===== src/rtl/rs_issue_scheduler.sv =====
// rs_issue_scheduler
//   Issue-select controller for a reservation station. Each cycle it picks one ready
//   row, starting the search at a round-robin pointer. The picked row is presented to the
//   functional unit over a valid/ready handshake. After the handshake, a one-cycle clear
//   pulse tells the RS to free that row.
// Ports
//   i_clk, i_rst          clock; synchronous active-high reset
//   i_entry_valid         per-row occupancy
//   i_src1_ready          per-row source-1 operand availability
//   i_src2_ready          per-row source-2 operand availability
//   i_flush               squash presentation and issued-row tracking
//   i_issue_ready         FU accepts the presented row this cycle
//   o_issue_valid         a row is being presented
//   o_issue_idx           index of the presented row
//   o_clear_valid         one-cycle pulse: free row o_clear_idx
//   o_clear_idx           index of the row to free
//   o_rr_ptr              round-robin search start index
//   o_stall_cnt           saturating count of presented-but-not-accepted cycles
module rs_issue_scheduler #(
    parameter int unsigned RS_ROW_COUNT = 64,
    parameter int unsigned IDX_W        = $clog2(RS_ROW_COUNT)
) (
    input  logic                    i_clk,
    input  logic                    i_rst,
    input  logic [RS_ROW_COUNT-1:0] i_entry_valid,
    input  logic [RS_ROW_COUNT-1:0] i_src1_ready,
    input  logic [RS_ROW_COUNT-1:0] i_src2_ready,
    input  logic                    i_flush,
    input  logic                    i_issue_ready,
    output logic                    o_issue_valid,
    output logic [IDX_W-1:0]        o_issue_idx,
    output logic                    o_clear_valid,
    output logic [IDX_W-1:0]        o_clear_idx,
    output logic [IDX_W-1:0]        o_rr_ptr,
    output logic [15:0]             o_stall_cnt
);

    typedef enum logic {
        ST_IDLE,
        ST_HOLD
    } state_t;

    localparam logic [IDX_W-1:0] LAST_IDX = IDX_W'(RS_ROW_COUNT - 1);

    state_t                  r_state;
    state_t                  w_state_nxt;
    logic [IDX_W-1:0]        r_issue_idx;
    logic [IDX_W-1:0]        w_issue_idx_nxt;
    logic                    r_clear_valid;
    logic [IDX_W-1:0]        r_clear_idx;
    logic [IDX_W-1:0]        r_rr_ptr;
    logic [15:0]             r_stall_cnt;
    logic [RS_ROW_COUNT-1:0] r_issued_mask;

    logic [RS_ROW_COUNT-1:0] w_eligible;
    logic [RS_ROW_COUNT-1:0] w_hs_mask;
    logic [IDX_W:0]          w_scan_pos;
    logic [IDX_W-1:0]        w_sel_idx;
    logic                    w_sel_found;
    logic                    w_row_live;
    logic                    w_hs;
    logic                    w_stall;

    assign w_row_live = i_entry_valid[r_issue_idx];
    // A handshake on a row that has just left the RS, or one squashed by flush,
    // does not count as an issue: no clear pulse and no pointer advance.
    assign w_hs    = (r_state == ST_HOLD) & i_issue_ready & w_row_live & ~i_flush;
    assign w_stall = (r_state == ST_HOLD) & ~i_issue_ready;

    always_comb begin
        w_eligible = i_entry_valid & i_src1_ready & i_src2_ready & ~r_issued_mask;
        if (r_state == ST_HOLD) begin
            w_eligible[r_issue_idx] = 1'b0;
        end
        w_hs_mask              = '0;
        w_hs_mask[r_issue_idx] = w_hs;
    end

    // The scan runs from the farthest offset down to offset 0. Later hits overwrite
    // earlier ones, so the nearest eligible row at or after r_rr_ptr wins.
    always_comb begin
        w_sel_found = 1'b0;
        w_sel_idx   = '0;
        w_scan_pos  = '0;
        for (int unsigned k = RS_ROW_COUNT; k != 0; k--) begin
            w_scan_pos = {1'b0, r_rr_ptr} + (IDX_W + 1)'(k - 1);
            if (w_scan_pos >= (IDX_W + 1)'(RS_ROW_COUNT)) begin
                w_scan_pos = w_scan_pos - (IDX_W + 1)'(RS_ROW_COUNT);
            end
            if (w_eligible[w_scan_pos[IDX_W-1:0]]) begin
                w_sel_found = 1'b1;
                w_sel_idx   = w_scan_pos[IDX_W-1:0];
            end
        end
    end

    always_comb begin
        w_state_nxt     = r_state;
        w_issue_idx_nxt = r_issue_idx;
        if (i_flush) begin
            w_state_nxt = ST_IDLE;
        end else begin
            case (r_state)
                ST_IDLE: begin
                    if (w_sel_found) begin
                        w_state_nxt     = ST_HOLD;
                        w_issue_idx_nxt = w_sel_idx;
                    end
                end
                ST_HOLD: begin
                    // A completed issue or a vanished row frees the slot. Refill it
                    // at once so back-to-back issue sustains one row per cycle.
                    if (w_hs || !w_row_live) begin
                        if (w_sel_found) begin
                            w_issue_idx_nxt = w_sel_idx;
                        end else begin
                            w_state_nxt = ST_IDLE;
                        end
                    end
                end
                default: w_state_nxt = ST_IDLE;
            endcase
        end
    end

    always_ff @(posedge i_clk) begin
        if (i_rst) begin
            r_state       <= ST_IDLE;
            r_issue_idx   <= '0;
            r_clear_valid <= 1'b0;
            r_clear_idx   <= '0;
            r_rr_ptr      <= '0;
            r_stall_cnt   <= '0;
            r_issued_mask <= '0;
        end else begin
            r_state       <= w_state_nxt;
            r_issue_idx   <= w_issue_idx_nxt;
            r_clear_valid <= w_hs;
            if (w_hs) begin
                r_clear_idx <= r_issue_idx;
                r_rr_ptr    <= (r_issue_idx == LAST_IDX) ? '0 : r_issue_idx + IDX_W'(1);
            end
            if (w_stall && (r_stall_cnt != '1)) begin
                r_stall_cnt <= r_stall_cnt + 16'd1;
            end
            if (i_flush) begin
                r_issued_mask <= '0;
            end else begin
                r_issued_mask <= (r_issued_mask | w_hs_mask) & i_entry_valid;
            end
        end
    end

    assign o_issue_valid = (r_state == ST_HOLD);
    assign o_issue_idx   = r_issue_idx;
    assign o_clear_valid = r_clear_valid;
    assign o_clear_idx   = r_clear_idx;
    assign o_rr_ptr      = r_rr_ptr;
    assign o_stall_cnt   = r_stall_cnt;

endmodule


===== config.mk =====
export PLATFORM = sky130hd
export DESIGN_NAME = rs_issue_scheduler
export DESIGN_NICKNAME = d
export VERILOG_FILES = /design/src/rtl/rs_issue_scheduler.sv
export SDC_FILE = /design/constraint.sdc
export NUM_CORES = 1
export LEC_CHECK = 0
export BUFFER_PORTS_ARGS = -buffer_cell sky130_fd_sc_hd__buf_2
export CAP_MARGIN = 20
export CORE_UTILIZATION = 30
export CTS_BUF_LIST = sky130_fd_sc_hd__clkbuf_2 sky130_fd_sc_hd__clkbuf_4 sky130_fd_sc_hd__clkbuf_8
export CTS_CLUSTER_DIAMETER = 50
export DETAILED_ROUTE_END_ITERATION = 8
export SLEW_MARGIN = 20
export SYNTH_ARGS = -nofsm -noshare
export SYNTH_HDL_FRONTEND = slang
export SYNTH_SLANG_ARGS = --single-unit
export TNS_END_PERCENT = 10

===== constraint.sdc =====
create_clock -name i_clk -period 11.7 [get_ports i_clk]
set_input_delay 1.17 -clock i_clk [delete_from_list [all_inputs] [get_ports i_clk]]
set_output_delay 1.17 -clock i_clk [all_outputs]
set_load 0.05 [all_outputs]

# After elaboration in Yosys (flattened, before gate mapping)
# Index checks and enable logic that the tools add are counted.
totals:
  ff_bits: 100
  inputBits: 196
  out_inout_bits: 36
  wordCells: 623
op_classes:
  n_addsub: 129
  order_cmp: 130
  eq_ne: 3
  muxes: 332
  bitwise: 16
  n_reduce_logical: 6
ops:
  columns: ["operator", "count"]
  rows:
  - ["6-bit 2-to-1 mux", 131]
  - ["6-bit by 7-bit < comparator with 1-bit output (second input constant)", 65]
  - ["7-bit greater-or-equal comparator (second input constant)", 63]
  - ["1-bit binary-select mux with 6-bit select", 65]
  - ["64-bit bitwise AND", 6]
  - ["6-bit by 1-bit subtractor with 6-bit output (second input constant)", 64]
  - ["6-bit by 6-bit adder with 7-bit output (second input constant)", 32]
  - ["1-bit 2-to-1 mux", 132]
  - ["64-bit NOT", 2]
  - ["6-bit by 5-bit adder with 7-bit output (second input constant)", 16]
  - ["64-bit 2-to-1 mux", 1]
  - ["64-bit OR", 1]
  - ["6-bit by 4-bit adder with 7-bit output (second input constant)", 8]
  - ["6-bit by 3-bit adder with 7-bit output (second input constant)", 4]
  - ["16-bit by 1-bit adder with 16-bit output (second input constant)", 1]
  - ["16-bit inequality test (second input constant)", 1]
  - ["6-bit by 2-bit adder with 7-bit output (second input constant)", 2]
  - ["6-bit one-hot mux with 2 select lines", 1]
  - ["6-bit by 1-bit adder with 7-bit output (second input constant)", 1]
  - ["6-bit by 7-bit greater-or-equal comparator with 1-bit output (second input constant)", 1]
  - ["6-bit by 1-bit adder with 6-bit output (second input constant)", 1]
  - ["1-bit demux with 6-bit select", 1]
  - ["6-bit equality test (second input constant)", 1]
  - ["6-bit by 1-bit greater-or-equal comparator with 1-bit output (second input constant)", 1]
  - ["other kinds (9)", 15]

# Depth between registers and ports, before layout
# Gate-level depths: netlist of run 1.
logic_depth:
  ltp_word: 76
  ltp_mapped: 22
  depth_no_buf: 15

# Least setup slack after synthesis of run 1
# Ideal clock, no wire load.
synth_timing:
  kind: "reg-to-reg"
  from: "reg r_rr_ptr[1], in the netlist o_rr_ptr[1]"
  to: "reg r_issue_idx[0], in the netlist o_issue_idx[0]"
  setup_time_ns: 0.119
  arrival_ns: 6.128
  slack_ns: 5.453
  path_stages_with_launch: 20
  period_less_slack_ns: 6.247
  path_cell_list: "dfxtp_1 -> clkbuf_1 -> clkinv_1 -> buf_2 -> buf_1 -> clkbuf_1 -> ha_1 -> xor2_1 -> buf_6 -> buf_1 -> mux4_2 -> mux4_2 -> mux2_2 -> nor4_1 -> and3_1 -> a222oi_1 -> a2111oi_0 -> a21oi_1 -> o21ai_1 -> a21oi_1"
synth_via:
  elab_chain_len: 72
  elab_cells_between_ends: 514
  cone_classes: "add/sub: 127; order compare: 64; mux: 323"
synth_rtl:
  columns: ["item", "line_no", "text"]
  rows:
  - ["from (decl)", "51", "logic [IDX_W-1:0] r_rr_ptr;"]
  - ["from (signal assigned)", "141", "r_rr_ptr <= (r_issue_idx == LAST_IDX) ? '0 : r_issue_idx + IDX_W'(1);"]
  - ["6-bit by 6-bit adder with 7-bit output", "86", "w_scan_pos = {1'b0, r_rr_ptr} + (IDX_W + 1)'(k - 1);"]
  - ["6-bit by 1-bit subtractor with 6-bit output / 7-bit greater-or-equal comparator (equally long branches)", "88, 87", null]
  - ["6-bit 2-to-1 mux", "87", "if (w_scan_pos >= (IDX_W + 1)'(RS_ROW_COUNT)) begin"]
  - ["1-bit binary-select mux with 6-bit select", "90", "if (w_eligible[w_scan_pos[IDX_W-1:0]]) begin"]
  - ["1-bit 2-to-1 mux (implied by the code)", "90", null]
  - ["6-bit 2-to-1 mux / 1-bit 2-to-1 mux (equally long branches) (64 in series)", "90", null]
  - ["6-bit 2-to-1 mux *", "105, 114", null]
  - ["6-bit 2-to-1 mux", "113", "if (w_hs || !w_row_live) begin"]
  - ["6-bit one-hot mux with 2 select lines *", "103", "case (r_state)"]
  - ["to (signal assigned)", "137", "r_issue_idx <= w_issue_idx_nxt;"]
  - ["to (decl)", "47", "logic [IDX_W-1:0] r_issue_idx;"]
# Mark *: on every way between the ends. The rest lies on a longest branch, timed or not. The select of a mux whose other input is x is not followed.
# A chain may end at the register's enable or synchronous reset.

# Worst setup path in the final report of run 1
layout_timing:
  from: "reg r_rr_ptr[0], in the netlist o_rr_ptr[0]"
  to: "reg r_issue_idx[3], in the netlist o_issue_idx[3]"
# Same word-level chain as after synthesis.

==> results of run 1 <==
[worst max-delay path: cells and delay by family (launching register included)]
family	cells	cell delay (ns)
compound gates	4	1.14
flops	1	0.48
buf+inv	4	1.84
fa+ha+maj	1	0.46
simple gates	6	2.38
mux	2	0.80
[layer usage]
layer  up-vias  global-route usage  wire [um]
met1     10936              0.4341      42150
met3       385             0.07947      12780
met4         6              0.1854       6779
met5         -                   0         41
li1       9178                   -          -
met2      1763              0.5264      47600
[cells by family (layout without fill, tap and decap cells)]
group / after synthesis / in the layout / synth area share
AOI/OAI and AO/OA: 760 / 760 / 0.2729
and+or+nand+nor: 706 / 706 / 0.2135
muxes: 313 / 313 / 0.2950
buffers and inverters: 194 / 363 / 0.05034
xor gates and xnor gates: 101 / 101 / 0.04803
DFF: 100 / 100 / 0.1087
adders and majority gates: 17 / 17 / 0.01155
other: 0 / 4 / 0
[through the flow]
step           power (W)  hold WS [ns]  setup slack (ns)    util
3_5_place_dp    0.002526        0.4781             4.446  0.3407
5_1_grt         0.002949        0.5282             3.967  0.3441
6_report        0.002865        0.5076             4.370  0.3443
3_3_place_gp    0.002545        0.4582             4.513  0.3404
4_1_cts         0.002767        0.5069             4.431  0.3439
2_1_floorplan   0.001740        0.4870             5.453       -
[flip-flops by register name, indices dropped and copies added (netlist names)]
signal	cells
o_clear_idx	6
o_clear_valid	1
o_issue_idx	6
o_issue_valid	1
o_rr_ptr	6
o_stall_cnt	16
r_issued_mask	64
[report_power, final]
| part | total, W | leakage [nW] | internal [W] | switching [W] |
|---|---|---|---|---|
| Combinational | 0.00227 | 6.52 | 0.000750 | 0.00152 |
| Clock | 0.000235 | 0.100 | 0.0000830 | 0.000152 |
| Sequential | 0.000361 | 0.810 | 0.000350 | 0.0000118 |
| Total | 0.00287 | 7.43 | 0.00118 | 0.00168 |
[worst min path at each step]
| stage | slack [ns] | startpoint | endpoint | depth (start not counted) |
|---|---|---|---|---|
| floorplan | 0.49 | r_issued_mask[32] | r_issued_mask[32] | 2 |
| global placement | 0.46 | o_clear_idx[2] | o_clear_idx[2] | 2 |
| detailed placement | 0.48 | o_clear_idx[4] | o_clear_idx[4] | 2 |
| CTS | 0.51 | o_clear_idx[2] | o_clear_idx[2] | 2 |
| global route | 0.53 | o_clear_idx[2] | o_clear_idx[2] | 2 |
| finish | 0.51 | o_clear_idx[4] | o_clear_idx[4] | 2 |
[cells in the final DEF (no fill, tap or decap), drive strengths merged, types with 30 or more instances in the layout]
cell type  instances
nor3b             69
mux2              54
mux4             176
a21o              47
nand2            150
a211oi           117
dfxtp            100
o21ai             82
nor3              36
nand3             36
mux2i             83
o22ai             30
nor2             163
a21oi            255
nand4b            67
buf              316
xnor2             83
[area by class of cell]
| class | count | share of cell area |
|---|---|---|
| multi-input combinational | 1897 | 0.7547 |
| sequential | 100 | 0.09658 |
| timing repair buffer | 316 | 0.08636 |
| tap | 782 | 0.04700 |
| clock buffer | 9 | 0.005950 |
| inverter | 31 | 0.005589 |
| clock inverter | 7 | 0.003366 |
| antenna | 4 | 0.0004808 |
==> impl_metrics.tcl, run 1 <==
set metrics [dict create \
    run_status "complete, no violations" \
    synth_fp_nets 2404 \
    synth_top_area_share 0.2152 \
    grt_max_degree 88 \
    ant_nets 0 \
    worstSkewPairLatency_ns 0.42 \
    critPathMaxStageDelay_ns 0.84 \
    slowest_stage "nor4_1" \
    required_ns 11.97 \
    crit_start "o_rr_ptr[0]" \
    drt_iter0_drc 3344 \
    ys_top_cells_by_area "mux4_2 22%, dfxtp_1 11%, a21oi_1 6.9%" \
    gr-total-overflow 0 \
    num_vias 22268 \
    setup_violations 0 \
    finalCritPeriodShare 0.6265 \
    worstSetupEndpointType "register" \
    detail_route.wl_per_cell_um 34.76 \
    cp-start-kind "register" \
    place.gp.congestion 1.033 \
    grt.total_usage 0.3395 \
    crit_arrival_ns 7.60 \
    clockBufferDepth 2 \
    cts_hold_buf 0 \
    r2r_end "o_issue_idx[3]" \
    timing.setup.tns_ns 0 \
    grt_pass1_vias 21119 \
    clock-sinks 100 \
    synthTopCellsByCount "254 x a21oi_1, 176 x mux4_2, 162 x nor2_1, 150 x nand2_1, 117 x a211oi_1" \
    fillCellCount 6262 \
    die_h_um 249.8 \
    core_area_um2 60470 \
    place_inst 3126 \
    cts_setup_buffers 0 \
    portBuffers 231 \
    ff2ff_path_depth 17 \
    yosysSeqAreaShare 0.1087 \
    synth_top_cell_by_area "mux4_2" \
    firstDrtPassIters 6 \
    core.rowCount 90 \
    start_util 0.3046 \
    netlist_instances 2191 \
    num-nets-final 2568 \
    ctsRootBufferMaster "clkbuf_8" \
    worst-setup-path-type "register to register" \
    die_area_um2 62390 \
    syn_avg_cell_area_um2 8.406 \
    seqCellArea_um2 2011 \
    hpwl_mm 85.09 \
    peakVddDrop_uv 108.5 \
    rrSetupSlack_ns 4.37 \
    endpoint "o_issue_idx[3]" \
    multi_input_area_um2 15710 \
    path_cells "inv_2, buf_4, ha_2, inv_2, nand2_1, a211oi_1, nor4_1, mux4_2, mux2i_1, buf_4, and2_1, nand4_1, nor4_1, a311oi_2, and3_1, o2111ai_1, o211ai_1" \
    async_flop_share 0 \
    synth-seq-cells 100 \
    synth_edf_count 0 \
    slew_violations 0 \
    cts_inserted_buffers 9 \
    antenna_found_initial 3 \
    hold_viol_final 0 \
    synth_most_common_cell "a21oi_1" \
    cts_tree "built" \
    reg2reg_from "o_rr_ptr[0]" \
    synth_cell_type_count 91 \
    viasPerCell 7.078 \
    post-route-min-period_ns 7.330 \
    slew_headroom 0.1570 \
    netlist_area_um2 18420 \
    wl_mm 109.3 \
    leakagePower_nw 7.431 \
    synth_top_flop_cell "dfxtp_1" \
    grt_pass1_wl_mm 154.9 \
    fp.dieW_um 249.8 \
    cts_max_level 3 \
    fin_cells 3146 \
    drc 0 \
    skew_ns 0.01888 \
    rsz0062_at_grt "no" \
    clk_pin_slew_ns 0.12 \
    ios 232 \
    crit_fanout 87 \
    fmaxAchievable_mhz 136.4 \
    yosysWarnings 0 \
    area_delta_synth_final_pct 13.04 \
    drv_cap 0 \
    p_per_area_nw_per_um2 137.6 \
    worstMarginPinSlew_ns 1.258 \
    placed_area_um2 20600 \
    min_path_type "register to register" \
    drive_above_1_share 0.2674 \
    final_area_um2 20820 \
    cts_resized 0 \
]
(Power assumes the default switching activity.)
==> run 2, diff against run 1 <==
Clock period 11.7 ns to 7.1 ns, I/O delays scaled along.
==> run 2 against run 1 <==
  * Design area grew 3.1%
  * Sequential power grew 73%
  * Worst hold slack lost 0.0027 ns
  * Power up 75%
  * First-iteration DRC count increased by 7.4%
  * Non-clock buffer count rose by 81
  * Setup slack got worse by 4.0 ns
  * Die area did not move
  * Combinational power rose by 71%
  * Wire length decreased by 2.0%
  * Largest power group unchanged
  * Highest routed layer is now met4
==> impl_metrics.tcl, run 2 (synthesis gave the netlist of run 1 again) <==
set metrics [dict create \
    run_status "complete, no violations" \
    detail_route.wl_per_cell_um 33.20 \
    cts_inserted_buffers 9 \
    slowest_stage "xnor2_1" \
    viasPerCell 7.021 \
    p_sw_frac 0.5603 \
    cpMostUsedCell "nor4_1" \
    holdPathEnd "o_clear_idx[2]" \
    post-route-min-period_ns 6.701 \
    clock-sinks 100 \
    start_util 0.3046 \
    die_h_um 249.8 \
    peakVddDrop_uv 164.8 \
    die_area_um2 62390 \
    drt_iter0_drc 3590 \
    power_switching_w 0.002802 \
    num_vias 22657 \
    clockBufferDepth 2 \
    worstMarginPinSlew_ns 1.201 \
    largest_reg_flops 64 \
    combPwrFrac 0.776 \
    internal_power_w 0.002200 \
    critPathMaxStageDelay_ns 0.93 \
    hold_viol_final 0 \
    skew_ns 0.02250 \
    layout_commonest_cell "a21oi_1" \
    worstSkewPairLatency_ns 0.45 \
    place_inst 3207 \
    setup_violations 0 \
    rsz0062_at_grt "no" \
    finalCritPeriodShare 0.9438 \
    timing.setup.tns_ns 0 \
    p_per_area_nw_per_um2 233.1 \
    hpwl_mm 84.98 \
    cts_setup_buffers 0 \
    fmaxAchievable_mhz 149.2 \
    rrSetupSlack_ns 0.40 \
    required_ns 7.41 \
    r2r_end "o_issue_idx[3]" \
    core_area_um2 60470 \
    slew_violations 0 \
    leakagePower_nw 7.819 \
    grt_pass1_vias 21182 \
    gr-total-overflow 0 \
    crit_family "simple AND/OR/NAND/NOR gates" \
    p_total_w 0.005002 \
    place.gp.congestion 1.102 \
    slew_headroom 0.1933 \
    drc 0 \
    drive_above_1_share 0.2888 \
    grt_pass1_wl_mm 151.2 \
    path_cells "buf_4, xnor2_1, nand2_1, a211oi_1, nor4_1, mux4_2, mux2i_1, and2_1, nand4_1, nor4_1, a311oi_2, and3_1, o2111ai_1, o211ai_1" \
    fin_cells 3227 \
    crit_fanout 22 \
    largest-register "r_issued_mask" \
    min_from "o_clear_idx[2]" \
    core.rowCount 90 \
    reg2reg_from "o_rr_ptr[2]" \
    cts_resized 0 \
    hold_path_depth 2 \
    layout_common_cells "254 x a21oi_1, 231 x buf_2, 176 x mux4_2" \
    clk_pin_slew_ns 0.13 \
    grt_max_degree 189 \
    worstSetupEndpointType "register" \
    cts_tree "built" \
    ant_nets 0 \
    clock_power_share 0.099 \
    crit_arrival_ns 7.01 \
    power_frac_seq 0.125 \
    grt.total_usage 0.3315 \
    portBuffers 231 \
    ctsRootBufferMaster "clkbuf_8" \
    drv_cap 0 \
    cts_max_level 3 \
    fin_util 0.3549 \
    num-nets-final 2649 \
    ios 232 \
    min_path_type "register to register" \
    fp.dieW_um 249.8 \
    worst-setup-path-type "register to register" \
    antenna_found_initial 2 \
    firstDrtPassIters 8 \
    area_delta_synth_final_pct 16.53 \
    wl_mm 107.1 \
    ff2ff_path_depth 14 \
    cts_hold_buf 0 \
    cp-start-kind "register" \
    crit_buf_inv 1 \
]
run 2: metrics by stage:
stage	hold slack (ns)	setup WS [ns]	area (um2)
after floorplan	0.4870	0.8527	18420
after global placement	0.4641	0.7920	21200
after detailed placement	0.4759	0.8267	21200
final	0.5049	0.3992	21460
after global routing	0.5324	0.3901	21450
after CTS	0.4987	0.7872	21450
run 2: power groups by stage:
stage | clock (W) | sequential, W | combinational (W)
floorplan | 0 | 0.000654 | 0.00221
global placement | 0 | 0.000635 | 0.00370
detailed placement | 0 | 0.000637 | 0.00367
CTS | 0.000502 | 0.000625 | 0.00369
global route | 0.000522 | 0.000627 | 0.00399
finish | 0.000494 | 0.000626 | 0.00388
run 2: worst max-delay path by stage:
stage / startpoint / to / slack (ns) / cells after the start
after global routing: o_issue_idx[4] / o_issue_idx[3] / 0.39 / 15
after global placement: o_rr_ptr[2] / o_issue_idx[3] / 0.79 / 14
after CTS: o_rr_ptr[2] / o_issue_idx[3] / 0.79 / 13
after floorplan: o_rr_ptr[1] / o_issue_idx[0] / 0.85 / 19
final: o_rr_ptr[2] / o_issue_idx[3] / 0.40 / 14
after detailed placement: o_rr_ptr[2] / o_issue_idx[3] / 0.83 / 14
run 2: layout make-up:
cell class                 instances  area [um2]
fill                            6263       39010
multi-input combinational       1897       15650
timing repair buffer             397        2440
sequential                       100        2011
tap                              782       978.4
clock inverter                     7       130.1
clock buffer                       9       123.9
inverter                          31       116.4
antenna                            4       10.01
run 2: worst register-to-register path: cells and delay by family (launching register included):
| kind | cells | cell delay, ns |
|---|---|---|
| simple gates | 6 | 2.34 |
| mux | 2 | 1.11 |
| compound gates | 4 | 1.20 |
| flops | 1 | 0.59 |
| xor+xnor | 1 | 0.94 |
| buf+inv | 1 | 0.38 |
run 2: routing by layer:
metal  vias to the layer above  wire length [um]  GRT usage  share of wire
met3                       472             14330     0.1036           0.13
met5                         -                 0          0              0
met4                         0              8280     0.2109          0.077
met2                      1910             46080     0.5105           0.43
met1                     10931             38430     0.3997           0.36
li1                       9344                 -          -              -
